===== src/rtl/muldiv_pkg.sv =====
// Shared types and constants for the iterative RV32M multiply/divide unit.
package muldiv_pkg;

  localparam int unsigned XLEN_DEF = 32;
  localparam int unsigned CNT_W    = $clog2(XLEN_DEF) + 1;

  typedef enum logic [2:0] {
    OP_MUL    = 3'b000,
    OP_MULH   = 3'b001,
    OP_MULHSU = 3'b010,
    OP_MULHU  = 3'b011,
    OP_DIV    = 3'b100,
    OP_DIVU   = 3'b101,
    OP_REM    = 3'b110,
    OP_REMU   = 3'b111
  } md_op_t;

  typedef enum logic [1:0] {
    ST_IDLE,
    ST_BUSY,
    ST_DONE
  } md_state_t;

endpackage


===== src/rtl/muldiv_addsub.sv =====
// Combinational add/subtract shared by the shift-add and shift-subtract steps.
module muldiv_addsub
  import muldiv_pkg::*;
#(
  parameter int unsigned W = XLEN_DEF + 1
) (
  input  logic [W-1:0] i_a,
  input  logic [W-1:0] i_b,
  input  logic         i_sub,
  output logic [W-1:0] o_sum
);

  always_comb begin
    o_sum = i_sub ? (i_a - i_b) : (i_a + i_b);
  end

endmodule


===== src/rtl/muldiv_sequencer.sv =====
// Iterative RV32M multiply/divide: one shift-add or restoring shift-subtract step per cycle.
module muldiv_sequencer
  import muldiv_pkg::*;
#(
  parameter int unsigned XLEN = XLEN_DEF
) (
  input  logic            clk,
  input  logic            rst_n,
  input  logic            start,
  input  logic            kill,
  input  logic [2:0]      funct3,
  input  logic [XLEN-1:0] op_a,
  input  logic [XLEN-1:0] op_b,
  output logic            busy,
  output logic            done,
  output logic [XLEN-1:0] result
);

  localparam int unsigned   CW   = $clog2(XLEN) + 1;
  localparam logic [CW-1:0] LAST = CW'(XLEN - 1);

  md_state_t       r_state;
  md_op_t          r_op;
  logic [CW-1:0]   r_cnt;
  logic [XLEN-1:0] r_hi, r_lo, r_b, r_res;
  logic            r_neg, r_busy, r_done;

  md_op_t            w_op;
  logic              w_a_sgn, w_b_sgn, w_div0, w_ovf, w_neg, w_is_div;
  logic [XLEN-1:0]   w_a_mag, w_b_mag, w_byp_res;
  logic [XLEN:0]     w_add_a, w_add_b, w_sum;
  logic [XLEN-1:0]   w_hi_nxt, w_lo_nxt, w_fin_res;
  logic [2*XLEN-1:0] w_prod, w_prod_s;

  // Accept-time decode: operand magnitudes, result sign and the bypass cases.
  always_comb begin
    w_op      = md_op_t'(funct3);
    w_a_sgn   = op_a[XLEN-1] & (w_op inside {OP_MUL, OP_MULH, OP_MULHSU, OP_DIV, OP_REM});
    w_b_sgn   = op_b[XLEN-1] & (w_op inside {OP_MUL, OP_MULH, OP_DIV, OP_REM});
    w_a_mag   = w_a_sgn ? -op_a : op_a;
    w_b_mag   = w_b_sgn ? -op_b : op_b;
    w_neg     = (w_op == OP_REM) ? w_a_sgn : (w_a_sgn ^ w_b_sgn);
    w_div0    = funct3[2] & (op_b == '0);
    w_ovf     = (w_op inside {OP_DIV, OP_REM}) && (op_a == {1'b1, {(XLEN-1){1'b0}}})
                && (op_b == '1);
    w_byp_res = '0;
    if (w_div0)
      w_byp_res = funct3[1] ? op_a : '1;
    else if (w_ovf)
      w_byp_res = funct3[1] ? '0 : op_a;
  end

  // r_hi holds the partial product / remainder, r_lo the multiplier / quotient.
  always_comb begin
    w_is_div = r_op[2];
    w_add_a  = w_is_div ? {r_hi, r_lo[XLEN-1]} : {1'b0, r_hi};
    w_add_b  = (w_is_div || r_lo[0]) ? {1'b0, r_b} : '0;
  end

  muldiv_addsub #(.W(XLEN + 1)) u_addsub (
    .i_a   (w_add_a),
    .i_b   (w_add_b),
    .i_sub (w_is_div),
    .o_sum (w_sum)
  );

  always_comb begin
    if (w_is_div) begin
      if (!w_sum[XLEN]) begin
        w_hi_nxt = w_sum[XLEN-1:0];
        w_lo_nxt = {r_lo[XLEN-2:0], 1'b1};
      end else begin
        w_hi_nxt = {r_hi[XLEN-2:0], r_lo[XLEN-1]};
        w_lo_nxt = {r_lo[XLEN-2:0], 1'b0};
      end
    end else begin
      w_hi_nxt = w_sum[XLEN:1];
      w_lo_nxt = {w_sum[0], r_lo[XLEN-1:1]};
    end
    w_prod   = {w_hi_nxt, w_lo_nxt};
    w_prod_s = r_neg ? -w_prod : w_prod;
    case (r_op)
      OP_MUL:                        w_fin_res = w_prod_s[XLEN-1:0];
      OP_MULH, OP_MULHSU, OP_MULHU:  w_fin_res = w_prod_s[2*XLEN-1:XLEN];
      OP_DIV, OP_DIVU:               w_fin_res = r_neg ? -w_lo_nxt : w_lo_nxt;
      OP_REM, OP_REMU:               w_fin_res = r_neg ? -w_hi_nxt : w_hi_nxt;
      default:                       w_fin_res = '0;
    endcase
  end

  always_ff @(posedge clk or negedge rst_n) begin
    if (!rst_n) begin
      r_state <= ST_IDLE;
      r_op    <= OP_MUL;
      r_cnt   <= '0;
      r_hi    <= '0;
      r_lo    <= '0;
      r_b     <= '0;
      r_res   <= '0;
      r_neg   <= 1'b0;
      r_busy  <= 1'b0;
      r_done  <= 1'b0;
    end else begin
      r_done <= 1'b0;
      case (r_state)
        ST_IDLE: begin
          if (start && !kill) begin
            r_op   <= w_op;
            r_cnt  <= '0;
            r_neg  <= w_neg;
            r_hi   <= '0;
            r_lo   <= w_a_mag;
            r_b    <= w_b_mag;
            r_busy <= 1'b1;
            if (w_div0 || w_ovf) begin
              r_res   <= w_byp_res;
              r_done  <= 1'b1;
              r_state <= ST_DONE;
            end else begin
              r_state <= ST_BUSY;
            end
          end
        end
        ST_BUSY: begin
          if (kill) begin
            r_state <= ST_IDLE;
            r_busy  <= 1'b0;
          end else begin
            r_hi  <= w_hi_nxt;
            r_lo  <= w_lo_nxt;
            r_cnt <= r_cnt + CW'(1);
            if (r_cnt == LAST) begin
              r_res   <= w_fin_res;
              r_done  <= 1'b1;
              r_state <= ST_DONE;
            end
          end
        end
        ST_DONE: begin
          r_state <= ST_IDLE;
          r_busy  <= 1'b0;
        end
        default: begin
          r_state <= ST_IDLE;
          r_busy  <= 1'b0;
        end
      endcase
    end
  end

  assign busy   = r_busy;
  assign done   = r_done;
  assign result = r_res;

endmodule


===== config.mk =====
export PLATFORM = sky130hd
export DESIGN_NAME = muldiv_sequencer
export DESIGN_NICKNAME = d
export VERILOG_FILES = /design/src/rtl/muldiv_pkg.sv /design/src/rtl/muldiv_addsub.sv /design/src/rtl/muldiv_sequencer.sv
export SDC_FILE = /design/constraint.sdc
export NUM_CORES = 1
export LEC_CHECK = 0
export CORE_MARGIN = 10
export CORE_UTILIZATION = 40
export CTS_CLUSTER_DIAMETER = 100
export DETAILED_ROUTE_END_ITERATION = 16
export GPL_TIMING_DRIVEN = 0
export PLACE_DENSITY_LB_ADDON = 0.12
export REMOVE_ABC_BUFFERS = 1
export SETUP_SLACK_MARGIN = 0.3
export SLEW_MARGIN = 15
export SYNTH_ARGS = -nofsm -noshare
export SYNTH_HDL_FRONTEND = slang
export SYNTH_HIERARCHICAL = 1
export SYNTH_SLANG_ARGS = --single-unit

===== constraint.sdc =====
create_clock -name clk -period 9.5 [get_ports clk]
set_input_delay 1.9 -clock clk [delete_from_list [all_inputs] [get_ports clk]]
set_output_delay 1.9 -clock clk [all_outputs]
set_load 0.05 [all_outputs]

Word level (Yosys, flattened, before mapping)
Cells that the tools add are included.

word-level totals
  word-level logic and storage cells = 110
  bits of input ports = 71
  register bits = 142

operators by class
  reductions and logical operators = 22
  bitwise operators = 4
  eq/ne operators = 21
  mux-type cells = 45
  $add $sub $neg = 8

operators with widths
  cell                                                 count
  2-to-1 mux 32 bit                                    20
  one-hot mux 32 bit (2 select lines)                  3
  negation 32 bit                                      4
  one-hot mux 32 bit (4 select lines)                  1
  2-to-1 mux 33 bit                                    2
  equality test 32 bit, second input constant          2
  2-to-1 mux 64 bit                                    1
  negation 64 bit                                      1
  adder 33 x 32 -> 33 bit                              1
  subtractor 33 x 32 -> 33 bit                         1
  zero test 32 bit                                     1
  equality test 3 bit, second input constant           6
  2-to-1 mux 6 bit                                     2
  one-hot mux 6 bit (2 select lines)                   1
  inequality test 2 bit, second input constant         5
  equality test 3 x 2 -> 1 bit, second input constant  3
  2-to-1 mux 1 bit                                     8
  2-to-1 mux 2 bit                                     4
  adder 6 x 1 -> 6 bit, second input constant          1
  equality test 3 x 1 -> 1 bit, second input constant  2
  equality test 6 x 5 -> 1 bit, second input constant  1
  zero test 3 bit                                      2
  AND reduction 2 bit                                  3
  AND reduction 5 bit                                  1
  other kinds (16)                                     24

Logic depth before layout (Yosys ltp)
  word-level depth = 12
  depth in mapped cells = 43
  gate-level depth less buffers = 28

Modules after synthesis
The synthesis kept the hierarchy.

by module, submodules not included
  module            instances  seq. area each (µm²)  cells each  area each (µm²)
  muldiv_sequencer  1          3553.4                1499        11796.3
  muldiv_addsub     1          0.0                   369         2537.4

Worst setup path after synthesis
Ideal clock, no wire load.

  path kind = register to register
  start point = reg r_op[2]
  end point = reg r_res[12], in the netlist result[12]
  path slack = 0.709 ns
  arrival time = 8.666 ns
  cell stages (with the launch flop) = 44
  required time = 9.374 ns
  path through = dfrtp_1 -> buf_6 -> buf_6 -> buf_6 -> buf_4 -> buf_6 -> buf_2 -> buf_2 -> buf_2 -> buf_2 -> nor2_1 -> clkbuf_1 -> nor2b_1 -> or4_4 -> or3_4 -> nor3b_4 -> nand2_2 -> nor2_4 -> [... 8 more ...] -> o21ai_0 -> a211oi_1 -> xnor2_1 -> buf_4 -> buf_2 -> buf_2 -> inv_1 -> mux2i_1 -> ha_1 -> o2111ai_1 -> nor3_1 -> nand4bb_1 -> clkbuf_1 -> nand2_1 -> o21ai_0 -> a32oi_1 -> o31ai_1 -> a221o_1

on the way
  cells in the longest elaborated chain, start to end = 12

ends and longest elaborated chain
  what                                                                     RTL line                 text
  from (decl)                                                              muldiv_sequencer.sv:23   md_op_t r_op;
  from (signal assigned)                                                   muldiv_sequencer.sv:108  r_op <= w_op;
  logical OR 1 bit (*)                                                     muldiv_sequencer.sv:57   w_add_b = (w_is_div || r_lo[0]) ? {1'b0, r_b} : '0;
  2-to-1 mux 32 bit (*)                                                    muldiv_sequencer.sv:57
  via w_add_b[6]                                                           muldiv_sequencer.sv:31   logic [XLEN:0] w_add_a, w_add_b, w_sum;
  adder 33 x 32 -> 33 bit or subtractor 33 x 32 -> 33 bit (tied branches)  muldiv_addsub.sv:14      o_sum = i_sub ? (i_a - i_b) : (i_a + i_b);
  2-to-1 mux 33 bit (*)                                                    muldiv_addsub.sv:14
  via w_sum[32]                                                            muldiv_sequencer.sv:31
  2-to-1 mux 1 bit or 2-to-1 mux 32 bit (tied branches)                    muldiv_sequencer.sv:69   if (!w_sum[XLEN]) begin
  2-to-1 mux 32 bit                                                        muldiv_sequencer.sv:68   if (w_is_div) begin
  negation 64 bit, or another cell as far along                            muldiv_sequencer.sv:81   w_prod_s = r_neg ? -w_prod : w_prod;
  2-to-1 mux 64 bit, or another cell as far along                          muldiv_sequencer.sv:81
  one-hot mux 32 bit (4 select lines) (*)                                  muldiv_sequencer.sv:82   case (r_op)
  2-to-1 mux 32 bit (*)                                                    muldiv_sequencer.sv:132  if (r_cnt == LAST) begin
  2-to-1 mux 32 bit (*)                                                    muldiv_sequencer.sv:125  if (kill) begin
  one-hot mux 32 bit (2 select lines) (*)                                  muldiv_sequencer.sv:105  case (r_state)
  to (signal assigned)                                                     muldiv_sequencer.sv:116  r_res <= w_byp_res;
  to (signal assigned)                                                     muldiv_sequencer.sv:133  r_res <= w_fin_res;
  to (decl)                                                                muldiv_sequencer.sv:25   logic [XLEN-1:0] r_hi, r_lo, r_b, r_res;

Mark *: on every way through the listed nets, which the timed path passes. The rest lies on a longest branch. The select of a mux whose other input is x is not followed.
A chain may end at the register's enable or synchronous reset.

Worst setup path in the final report
  start point = reg r_op[2]
  end point = reg r_res[26], in the netlist result[26]

The elaborated chain is that of the path after synthesis.

==> impl_metrics.py <==
metrics = {
    "run_status": {
        "status": "completed",
    },
    "setup_path": {
        "crit_path_top_delay_cell": "dfrtp_4",
        "max_stage_delay_ns": 0.60,
        "critPathArrivalTime_ns": 9.07,
        "path_class": "register to register",
        "worstPathRequired_ns": 9.80,
        "crit_path_max_fanout": 77,
        "path_buf_inv": 4,
        "cp-start-kind": "register",
        "end_kind": "register",
        "critical-path-top-delay-family": "simple AND/OR/NAND/NOR gates",
    },
    "cts": {
        "ctsHoldBuffers": 0,
        "cts.clk_slew.worst_paths_ns": 0.06,
        "cts_max_path_buffers": 2,
        "cts_max_level": 4,
        "clk_latency_ns": 0.45,
        "cts.sinks": 142,
        "tritoncts": "built",
        "root_buffer": "clkbuf_16",
        "cts_buffers": 17,
    },
    "sta": {
        "post-route-period-util_pct": 92.3,
        "skew_ns": 0.0109,
        "relSlewSlack_pct": 21.7,
        "timing_max_transition_violations_final": 0,
        "layout_min_cycle_time_ns": 8.77,
        "finalHoldViolCount": 0,
        "setup_violations": 0,
        "worst_pin_slew_ns": 1.17,
        "rsz0062_at_grt": "no",
        "setup_ws_ns": 0.729,
        "fmax_mhz": 114,
    },
    "synth": {
        "synth.lib_cells_used.distinct": 96,
        "yosysSeqAreaShare_pct": 24.8,
        "async_flop_share_pct": 100,
        "synth_area_leader_cell": "dfrtp_1",
        "yosysMostFrequentCell": "o21ai_0",
        "synthTopCellsByCount": "199 x o21ai_0, 191 x nor2_1, 179 x nand2_1",
        "yosys_warnings": 6,
        "netlist_area_um2": 14300,
        "yosys.area.top_type_share_pct": 24.8,
        "ys_ff_latch": 142,
        "synth_ff_type": "dfrtp_1",
        "syn_avg_cell_area_um2": 7.67,
        "netlist_top_cells_area": "dfrtp_1 25%, o21ai_0 6.9%, xnor2_1 6.4%",
        "synth_edf_count": 0,
        "synth_cells": 1868,
    },
    "die": {
        "die_area_um2": 43800,
        "die_w_um": 209,
        "rows": 69,
        "io_pins": 105,
        "initial_core_util_pct": 40.4,
        "coreArea_um2": 35500,
        "die_h_um": 209,
    },
    "detailed_routing": {
        "drc": 0,
        "drtIter0Drc": 1211,
        "first_pass_iters": 7,
        "viasPerCell": 6.03,
        "ant_nets": 0,
        "wire_per_inst_um": 21.2,
        "wl_mm": 50.5,
        "vias": 14364,
    },
    "placement": {
        "io_buffers": 104,
        "post-place-ws_ns": -0.210,
        "globalplace.congestion": 0.917,
        "dp_hpwl_mm": 38.4,
    },
    "global_route": {
        "first_global_vias": 14072,
        "gr-usage-all-layers_pct": 22.7,
        "overflow": 0,
        "grt_max_degree": 78,
        "antenna_found_initial": 1,
        "grt_pass1_wl_mm": 80.8,
    },
    "finish": {
        "drive_above_1_share_pct": 9.47,
        "syn_to_final_growth_pct": 15.9,
        "n_fill_cell": 3532,
        "final_nets": 2020,
        "regArea_um2": 3560,
        "multi_input_area_um2": 10300,
        "post-route-util_pct": 46.8,
        "antenna_cells": 0,
    },
    "power_and_ir_drop": {
        "intPower_uw": 2710,
        "ir_drop_uv": 199,
        "cellPowerDensity_nw_per_um2": 342,
        "swShare_pct": 52.2,
        "power.switching_uw": 2960,
        "leakage_uw": 0.00650,
        "pwr-share-clk_pct": 12.7,
        "p_seq_share_pct": 16.5,
        "comb_power_share_pct": 70.8,
    },
    "worst_hold_path": {
        "hp-class": "register to register",
    },
    "run": {
        "maxCapViolCount": 0,
    },
}
-- per-layer routing --
metal,vias to the layer above,track usage (%),routed length (um),share of wire [%]
li1,6918,-,-,-
met1,6958,31.3,23600,47
met2,427,35.7,22800,45
met3,59,3.31,2710,5.4
met4,2,6.95,1320,2.6
met5,-,0,13,0.026
-- registers in the layout, summed over array words and instances, names as in the netlist --
signal / cells
busy: 1
done: 1
r_b: 32
r_cnt: 6
r_hi: 32
r_lo: 32
r_neg: 1
r_op: 3
r_state: 2
result: 32
-- area by class of cell --
class                   instances  share of cell area [%]
multi-input cells            1579                    61.8
flip-flops and latches        142                    21.4
repair buffers                134                    8.79
well taps                     461                    3.47
clock buffers                  20                    2.69
clock inverters                12                   0.972
inverters                      35                   0.791
-- cells in the final DEF (no fill, tap or decap), types with 39 or more instances in the layout --
cell,count
a21oi_1,169
clkdlybuf4s50_1,103
dfrtp_1,140
ha_1,39
mux2_2,48
mux2i_1,53
nand2_1,179
nand3_1,63
nor2_1,187
nor3_1,48
o21ai_0,199
xnor2_1,103
xor2_1,55
-- tightest hold or removal path: stages (launching register included) --
cell and delay, ns:
dfrtp_1 0.33, nand2_1 0.04, o21ai_0 0.06
-- power groups by stage --
stage	combinational, uW	clock (uW)	sequential [uW]
final	4020	722	935
after global routing	4410	761	957
after CTS	3920	735	932
after detailed placement	3890	0	942
after global placement	3840	0	979
after floorplan	2880	0	910
-- per-stage QoR --
step | total power [uW] | instance area [um^2] | setup TNS (ns) | cells | hold slack, ns
6_report | 5680 | 16600 | 0 | 2383 | 0.474
5_1_grt | 6130 | 16600 | 0 | 2383 | 0.507
4_1_cts | 5580 | 16500 | 0 | 2375 | 0.478
3_5_place_dp | 4830 | 15800 | -0.373 | 2343 | 0.464
3_3_place_gp | 4820 | 15400 | -528.33 | 2321 | 0.458
2_1_floorplan | 3790 | 13800 | -181.89 | 1756 | 0.438
-- kinds of logic after synthesis --
kind of cell,Yosys count,synth area share (%)
mux,114,8.63
xor+xnor,159,9.72
compound gates,595,25.6
simple gates,670,23.0
buf+inv,147,4.73
flops,142,24.8
other cells,1,0.0262
fa+ha+maj,40,3.54
-- worst paths after layout --
kind,startpoint,endpoint,slack [ns],depth (start not counted)
max,r_op[2],result[26],0.73,32
min,r_b[23],r_b[23],0.47,2
max reg2reg,r_op[2],result[26],0.73,32
min reg2reg,r_b[23],r_b[23],0.47,2
max in group asynchronous,rst_n,r_op[2],7.27,2
min in group asynchronous,rst_n,r_b[3],1.42,1
-- repair_timing --
action,in CTS,in global routing
pin swaps,0,3
setup buffers,0,8
endpoints found under the setup margin,19,32
cloned,0,0
gates resized for setup,5,11
(Power assumes the default switching activity.)
